File: src/rtl/flag_branch_unit.sv
// Flag register, B.cond/CBZ/CBNZ resolution and saturating taken-branch counter.
// Build option: define FLAG_FWD_EN to forward same-cycle flags into B.cond evaluation.
module flag_branch_unit #(
  parameter int CNT_W = 16
) (
  input  logic             clk,
  input  logic             reset,
  input  logic             stall,
  input  logic             flush,
  input  logic             set_flags,
  input  logic             alu_n,
  input  logic             alu_z,
  input  logic             alu_v,
  input  logic             alu_c,
  input  logic [1:0]       br_type,
  input  logic [3:0]       cond,
  input  logic             reg_zero,
  output logic [3:0]       flags,
  output logic             br_taken,
  output logic             br_valid,
  output logic [CNT_W-1:0] taken_cnt
);

  localparam logic [1:0] BR_NONE = 2'd0;
  localparam logic [1:0] BR_COND = 2'd1;
  localparam logic [1:0] BR_CBZ  = 2'd2;
  localparam logic [1:0] BR_CBNZ = 2'd3;

  logic [3:0]       flags_q, flags_d;
  logic             br_taken_q, br_taken_d;
  logic             br_valid_q, br_valid_d;
  logic [CNT_W-1:0] cnt_q, cnt_d;

  logic [3:0] alu_flags;
  logic [3:0] flag_src;
  logic       f_n, f_z, f_v, f_c;
  logic       cond_base;
  logic       cond_true;

  assign alu_flags = {alu_n, alu_z, alu_v, alu_c};

`ifdef FLAG_FWD_EN
  assign flag_src = set_flags ? alu_flags : flags_q;
`else
  assign flag_src = flags_q;
`endif

  assign f_n = flag_src[3];
  assign f_z = flag_src[2];
  assign f_v = flag_src[1];
  assign f_c = flag_src[0];

  // Odd codes below 0xE are the complement of the preceding even code.
  always_comb begin
    cond_base = 1'b1;
    unique case (cond[3:1])
      3'd0:    cond_base = f_z;
      3'd1:    cond_base = f_c;
      3'd2:    cond_base = f_n;
      3'd3:    cond_base = f_v;
      3'd4:    cond_base = f_c & ~f_z;
      3'd5:    cond_base = (f_n == f_v);
      3'd6:    cond_base = ~f_z & (f_n == f_v);
      default: cond_base = 1'b1;
    endcase
  end

  assign cond_true = (cond[0] && (cond[3:1] != 3'd7)) ? ~cond_base : cond_base;

  always_comb begin
    flags_d    = flags_q;
    br_taken_d = br_taken_q;
    br_valid_d = br_valid_q;
    cnt_d      = cnt_q;
    if (flush) begin
      br_taken_d = 1'b0;
      br_valid_d = 1'b0;
    end else if (!stall) begin
      if (set_flags) begin
        flags_d = alu_flags;
      end
      unique case (br_type)
        BR_NONE: begin
          br_valid_d = 1'b0;
          br_taken_d = 1'b0;
        end
        BR_COND: begin
          br_valid_d = 1'b1;
          br_taken_d = cond_true;
        end
        BR_CBZ: begin
          br_valid_d = 1'b1;
          br_taken_d = reg_zero;
        end
        default: begin
          br_valid_d = 1'b1;
          br_taken_d = ~reg_zero;
        end
      endcase
      if (br_valid_d && br_taken_d && (cnt_q != {CNT_W{1'b1}})) begin
        cnt_d = cnt_q + 1'b1;
      end
    end
  end

  always_ff @(posedge clk) begin
    if (reset) begin
      flags_q    <= 4'b0000;
      br_taken_q <= 1'b0;
      br_valid_q <= 1'b0;
      cnt_q      <= '0;
    end else begin
      flags_q    <= flags_d;
      br_taken_q <= br_taken_d;
      br_valid_q <= br_valid_d;
      cnt_q      <= cnt_d;
    end
  end

  assign flags     = flags_q;
  assign br_taken  = br_taken_q;
  assign br_valid  = br_valid_q;
  assign taken_cnt = cnt_q;

endmodule

File: config.mk
export PLATFORM = sky130hd
export DESIGN_NAME = flag_branch_unit
export DESIGN_NICKNAME = d
export VERILOG_FILES = /design/src/rtl/flag_branch_unit.sv
export SDC_FILE = /design/constraint.sdc
export NUM_CORES = 1
export LEC_CHECK = 0
export BUFFER_PORTS_ARGS = -buffer_cell sky130_fd_sc_hd__buf_2
export CAP_MARGIN = 15
export CORE_ASPECT_RATIO = 1.2
export CORE_MARGIN = 2
export CORE_UTILIZATION = 40
export DETAILED_ROUTE_END_ITERATION = 8
export HOLD_SLACK_MARGIN = 0.08
export MAX_ROUTING_LAYER = met4
export PLACE_DENSITY = 0.7
export RECOVER_POWER = 100
export SLEW_MARGIN = 0
export SYNTH_ARGS = -nofsm -noshare
export SYNTH_HDL_FRONTEND = slang
export SYNTH_SLANG_ARGS = --single-unit
File: constraint.sdc
create_clock -name clk -period 3.37 [get_ports clk]
set_input_delay 0 -clock clk [delete_from_list [all_inputs] [get_ports clk]]
set_output_delay 0 -clock clk [all_outputs]
set_load 0.005 [all_outputs]
======== Word-level counts from Yosys, hierarchy flattened ========
Index checks and enable logic that the tools add are counted.
operators by class
  add/sub/neg operators ................... 1
  multiply operators ...................... 0
  div/mod/pow operators ................... 0
  magnitude comparators ................... 0
  eq/ne operators ......................... 11
  shift operators ......................... 0
  muxes and demuxes ....................... 8
  bitwise operators ....................... 7
  reduce and logical (&&, ||, !) cells .... 8
operators with widths
  operator                                                         count
  16-bit by 1-bit adder with 16-bit output, second input constant  1
  16-bit inequality test, second input constant                    1
  3-bit == test, second input constant                             3
  1-bit case mux with 7 select lines                               1
  3-bit by 2-bit == test with 1-bit output, second input constant  2
  1-bit two-way mux                                                6
  3-bit AND reduction                                              2
  1-bit inverter                                                   5
  3-bit by 1-bit == test with 1-bit output, second input constant  1
  1-bit logical AND                                                3
  3-bit zero test                                                  1
  3-bit inequality test, second input constant                     1
  1-bit case mux with 3 select lines                               1
  1-bit bitwise AND                                                2
  2-bit by 1-bit == test with 1-bit output, second input constant  1
  2-bit == test, second input constant                             1
  2-bit zero test                                                  1
  2-bit OR reduction                                               1
  1-bit == test                                                    1
storage, ports and cells
  register bits ........................... 22
  bits in latches ......................... 0
  RAM bits ................................ 0
  ROM bits ................................ 0
  logic and storage cells ................. 39
  memories ................................ 0

======== Logic depth before layout (Yosys ltp) ========
  word-level depth ........................ 11
  depth in mapped cells ................... 8
  gate-level depth less buffers ........... 7

======== Worst setup path before layout ========
Ideal clock, no wire load.
  path kind ............................... register -> register
  start point ............................. register flags_q[1], in the netlist flags[1]
  end point ............................... register cnt_q[7], in the netlist taken_cnt[7]
  library setup time ...................... 0.123 ns
  data arrival time ....................... 2.027 ns
  path slack .............................. 1.219 ns
  cell stages (with the launch flop) ...... 8
  buffers on the path ..................... 0
  cell sequence ........................... dfxtp_1 -> xor2_1 -> nor4b_1 -> o31a_2 -> mux2_4 -> nand2_4 -> or4_1 -> mux2_1
between the ends
  word-level cells in the longest chain between the ends .. 11
RTL lines
  what                                  RTL line  RTL
  start: declaration                    29        logic [3:0] flags_q, flags_d;
  start signal: assignment              113       flags_q <= flags_d;
  1-bit == test                         62, 63
  1-bit bitwise AND                     63        3'd6: cond_base = ~f_z & (f_n == f_v);
  1-bit case mux with 7 select lines *  56        unique case (cond[3:1])
  1-bit inverter                        68        assign cond_true = (cond[0] && (cond[3:1] != 3'd7)) ? ~cond_base : cond_base;
  1-bit two-way mux *                   68
  1-bit case mux with 3 select lines *  82        unique case (br_type)
  1-bit two-way mux *                   78        end else if (!stall) begin
  1-bit two-way mux *                   75        if (flush) begin
  1-bit logical AND * (2 in a row)      100       if (br_valid_d && br_taken_d && (cnt_q != {CNT_W{1'b1}})) begin
  3-bit AND reduction (no line) *       n/a
  end signal: assignment                116       cnt_q <= cnt_d;
  end: declaration                      32        logic [CNT_W-1:0] cnt_q, cnt_d;
Mark *: on every way between the ends. The rest lies on a longest branch, timed or not. The select of a mux whose other input is x is not followed.
A chain may end at the register's enable or synchronous reset.

======== Worst setup path after layout ========
  start point ............................. register flags_q[1], in the netlist flags[1]
  end point ............................... register br_taken_q, in the netlist br_taken
between the ends
  word-level cells in the longest chain between the ends .. 8
RTL lines
  what                                  RTL line  RTL
  1-bit == test                         62, 63
  1-bit bitwise AND                     63
  1-bit case mux with 7 select lines *  56
  1-bit inverter                        68
  1-bit two-way mux *                   68
  1-bit case mux with 3 select lines *  82
  1-bit two-way mux *                   78
  1-bit two-way mux *                   75
  end signal: assignment                114       br_taken_q <= br_taken_d;
  end: declaration                      30        logic br_taken_q, br_taken_d;
Marks and branches as above.

==> summary.md <==
| Metric | Value |
|---|---|
| Outcome | `finished clean` |
| WP buf/inv | `1` |
| Worst Setup Start Kind | `flop` |
| Largest net degree at the start of global routing | `29` |
| Total gr overflow | `0` |
| WP depth | `7` |
| RSZ-0062 raised after global routing | `false` |
| TritonCTS buffer count | `3` |
| Post-Syn Nets | `approximately 160` |
| Crit end category | `flop` |
| Setup TNS | `0 ns` |
| I/O Buffers | `37` |
| EDFF count, synth | `0` |
| DR WL/cell | `around 13 µm` |
| Synthesized area | `between 1000 and 1500 µm²` |
| DRT Wirelength | `around 3000 µm` |
| Die width | `approximately 55 µm` |
| Post-synthesis sequential area ratio | `about a third` |
| CTS root buf | `clkbuf_4` |
| Worst Tran Pin Value | `~0.70 ns` |
| Area Overhead vs Synth | `20.32%` |
| Final count of hold timing violations | `0` |
| Crit path launch | `flags[1]$_SDFFE_PP0P_` |
| #FFs+latches synth | `22` |
| Gate count of the mapped netlist | `about 140` |
| Top cell type's share of synthesized area | `around a third` |
| Crit path arrival time | `between 2 and 3 ns` |
| Routability Congestion | `0.7661` |
| Max frequency | `0.3827 GHz` |
| Commonest non-fill, non-tap cell in the layout | `buf_2` |
| Tmin final | `between 2 and 3 ns` |
| Vias | `about 1200` |
| Via count of the first global-routing pass | `1174` |
| Pre-Repair DR Iteration Count | `4` |
| Post-synth ARST share | `0%` |
| CTS tree | `built` |
| CTS sink count | `22` |
| Synth area leader | `dfxtp_1` |
| Final Skew | `~0.0053 ns` |
| Slowest stage cell, crit path | `dlygate4sd3_1` |
| Total track usage | `between 10% and 20%` |
| Period utilization | `about 78%` |
| Slew Limit Fails | `0` |
| Core Area | `3028 µm²` |
| Leakage power | `between 0.5 and 0.6 nW` |
| Syn Area/Cell | `8.847 µm²` |
| Initial Utilization | `between 40% and 50%` |
| Largest delay share family, worst path | `multiplexers` |
| Reg clk slew, reported paths | `approximately 0.14 ns` |
| Max stage delay on crit path | `0.56 ns` |
| Clock buffer depth | `2` |
| Cell area after placement | `roughly 1500 µm²` |
| PD cells | `between 300 and 400 nW/µm²` |
| Ys flop type | `dfxtp_1` |
| Vias per cell | `approximately 5.6` |
| Worst EP required | `approximately 3.6 ns` |
| Crit path to | `br_taken$_SDFFE_PP0N_` |
| Critical path cell sequence | `mux4_2 > or3b_1 > mux2_1 > and2_0 > mux2i_1 > nor3_1 > dlygate4sd3_1` |
| Peak VDD IR | `around 0.0002 V` |
| Row cnt | `22` |
| Most frequent cells in the layout | `buf_2, dfxtp_1, nor2_1` |
| Yosys warns | `0` |
| # DRC | `0` |
| Hpwl dp | `2097 µm` |
| Final setup viols | `0` |
| Initial antenna violation count | `0` |
| CP max FO | `4` |
| Clk_lat worst skew | `0.31 ns` |
| Top post-synthesis cells by area | `dfxtp_1, a21oi_1, mux2_4` |
| Final std cells w/o fill | `220` |
| Reg2Reg Depth | `7` |
| First-pass GRT wire length | `5030 µm` |
| Crit path kind | `flop to flop` |
| Number of distinct library cells after synthesis | `between 40 and 50` |
| I/O Pins | `38` |
| DRT antenna net count | `0` |
| Post-route cell area | `1511 µm²` |
| Initial drt markers | `25` |
| Reg-to-Reg End | `br_taken$_SDFFE_PP0N_` |
| H-Tree Depth | `1` |
| Min-delay worst type | `primary input to flop` |
| Flop2flop setup slack | `0.76 ns` |
| Share of cells above drive strength 1 | `a little over a fifth` |
| Fin nets | `slightly above 200` |
| Antenna Cells | `0` |
| Worst r2r src | `flags[1]$_SDFFE_PP0P_` |
| Worst rel slew slack | `a little over half` |
| Die height | `approximately 65 µm` |
| Cells after DPL | `approximately 210` |
| Max cap viols | `0` |
| Die Area | `3607 µm²` |
[tightest hold or removal path: cells and delay by family]
kind	cells	cell delay, ns
compound gates	1	0.05
simple gates	3	0.23
buf+inv	1	0.09
[report_power, final]
part	leakage [nW]	internal (mW)	switching (mW)
logic	0.382	0.0272	0.0370
registers	0.178	0.264	0.00378
clock network	0.0210	0.0660	0.0878
total	0.581	0.357	0.129
[layout make-up]
class                           count  area, µm²
Timing Repair Buffer               44      241.5
Multi-Input combinational cell    112      740.7
Tap cell                           36      45.04
Fill cell                         331       1516
Clock buffer                        4      36.28
Inverter                            2      7.507
Sequential cell                    22      440.4
[per-layer routing]
layer / GRT usage (%) / wire length [µm] / vias up
li1: - / - / 619
met1: 21.76 / 1231 / 571
met2: 33.93 / 1504 / 34
met3: 2.045 / 150 / 4
met4: 4.573 / 29 / 0
met5: - / 0 / -
[flip-flops by register name, indices dropped and copies added (netlist names)]
name / count
br_valid: 1
taken_cnt: 16
flags: 4
br_taken: 1
[cells in the mapped netlist, types with 2 or more instances]
library cell,n
dfxtp_1,22
mux2_4,4
nor3_1,3
nand2_1,11
nor3b_1,2
or3_1,4
mux2i_1,5
nand4_1,3
nor4_2,3
nor4b_1,2
nor2b_1,4
nand3_1,6
and3_1,2
and3_4,2
inv_1,2
o31ai_1,5
a21oi_1,12
xor2_1,2
clkbuf_1,3
o21ai_0,5
or4_1,6
nor2_1,15
[how the worst min path moves through the flow]
stage / cells after the start / endpoint / from
finish: 5 / br_valid$_SDFFE_PP0N_ / br_type[0]
global route: 2 / flags[2]$_SDFFE_PP0P_ / reset
CTS: 5 / br_valid$_SDFFE_PP0N_ / br_type[0]
detailed placement: 2 / br_taken$_SDFFE_PP0N_ / flush
global placement: 2 / br_taken$_SDFFE_PP0N_ / flush
floorplan: 1 / br_taken$_SDFFE_PP0N_ / flush
[logic make-up after synthesis]
kind of cell               count (synthesis)  synth area share, %
AOI/OAI and AO/OA                         27                13.25
xor gates and xnor gates                   2                1.395
and+or+nand+nor                           70                33.57
muxes                                     12                12.35
adders and majority gates                  1               0.9959
buffers and inverters                      8                3.386
DFF                                       22                35.06
[timing repair]
| item | CTS | global route |
|---|---|---|
| endpoints found under the setup margin | 0 | 0 |
| endpoints found under the hold margin | 6 | 0 |
| resized for setup | 0 | 0 |
| buffers inserted | 0 | 0 |
| hold buffers | 7 | 0 |
[per-stage QoR]
stage,worst slack (ns),hold slack (ns),total power [mW],utilization (%)
6_report,0.7571,0.1035,0.4853,49.92
5_1_grt,0.6055,0.1653,0.5089,49.92
2_1_floorplan,1.219,0.07931,0.3178,-
3_5_place_dp,1.054,0.2070,0.3374,47.93
4_1_cts,0.8276,0.1128,0.4951,51.45
3_3_place_gp,1.148,0.1983,0.3344,47.93
Note: power is estimated with default switching activity, not from simulation.
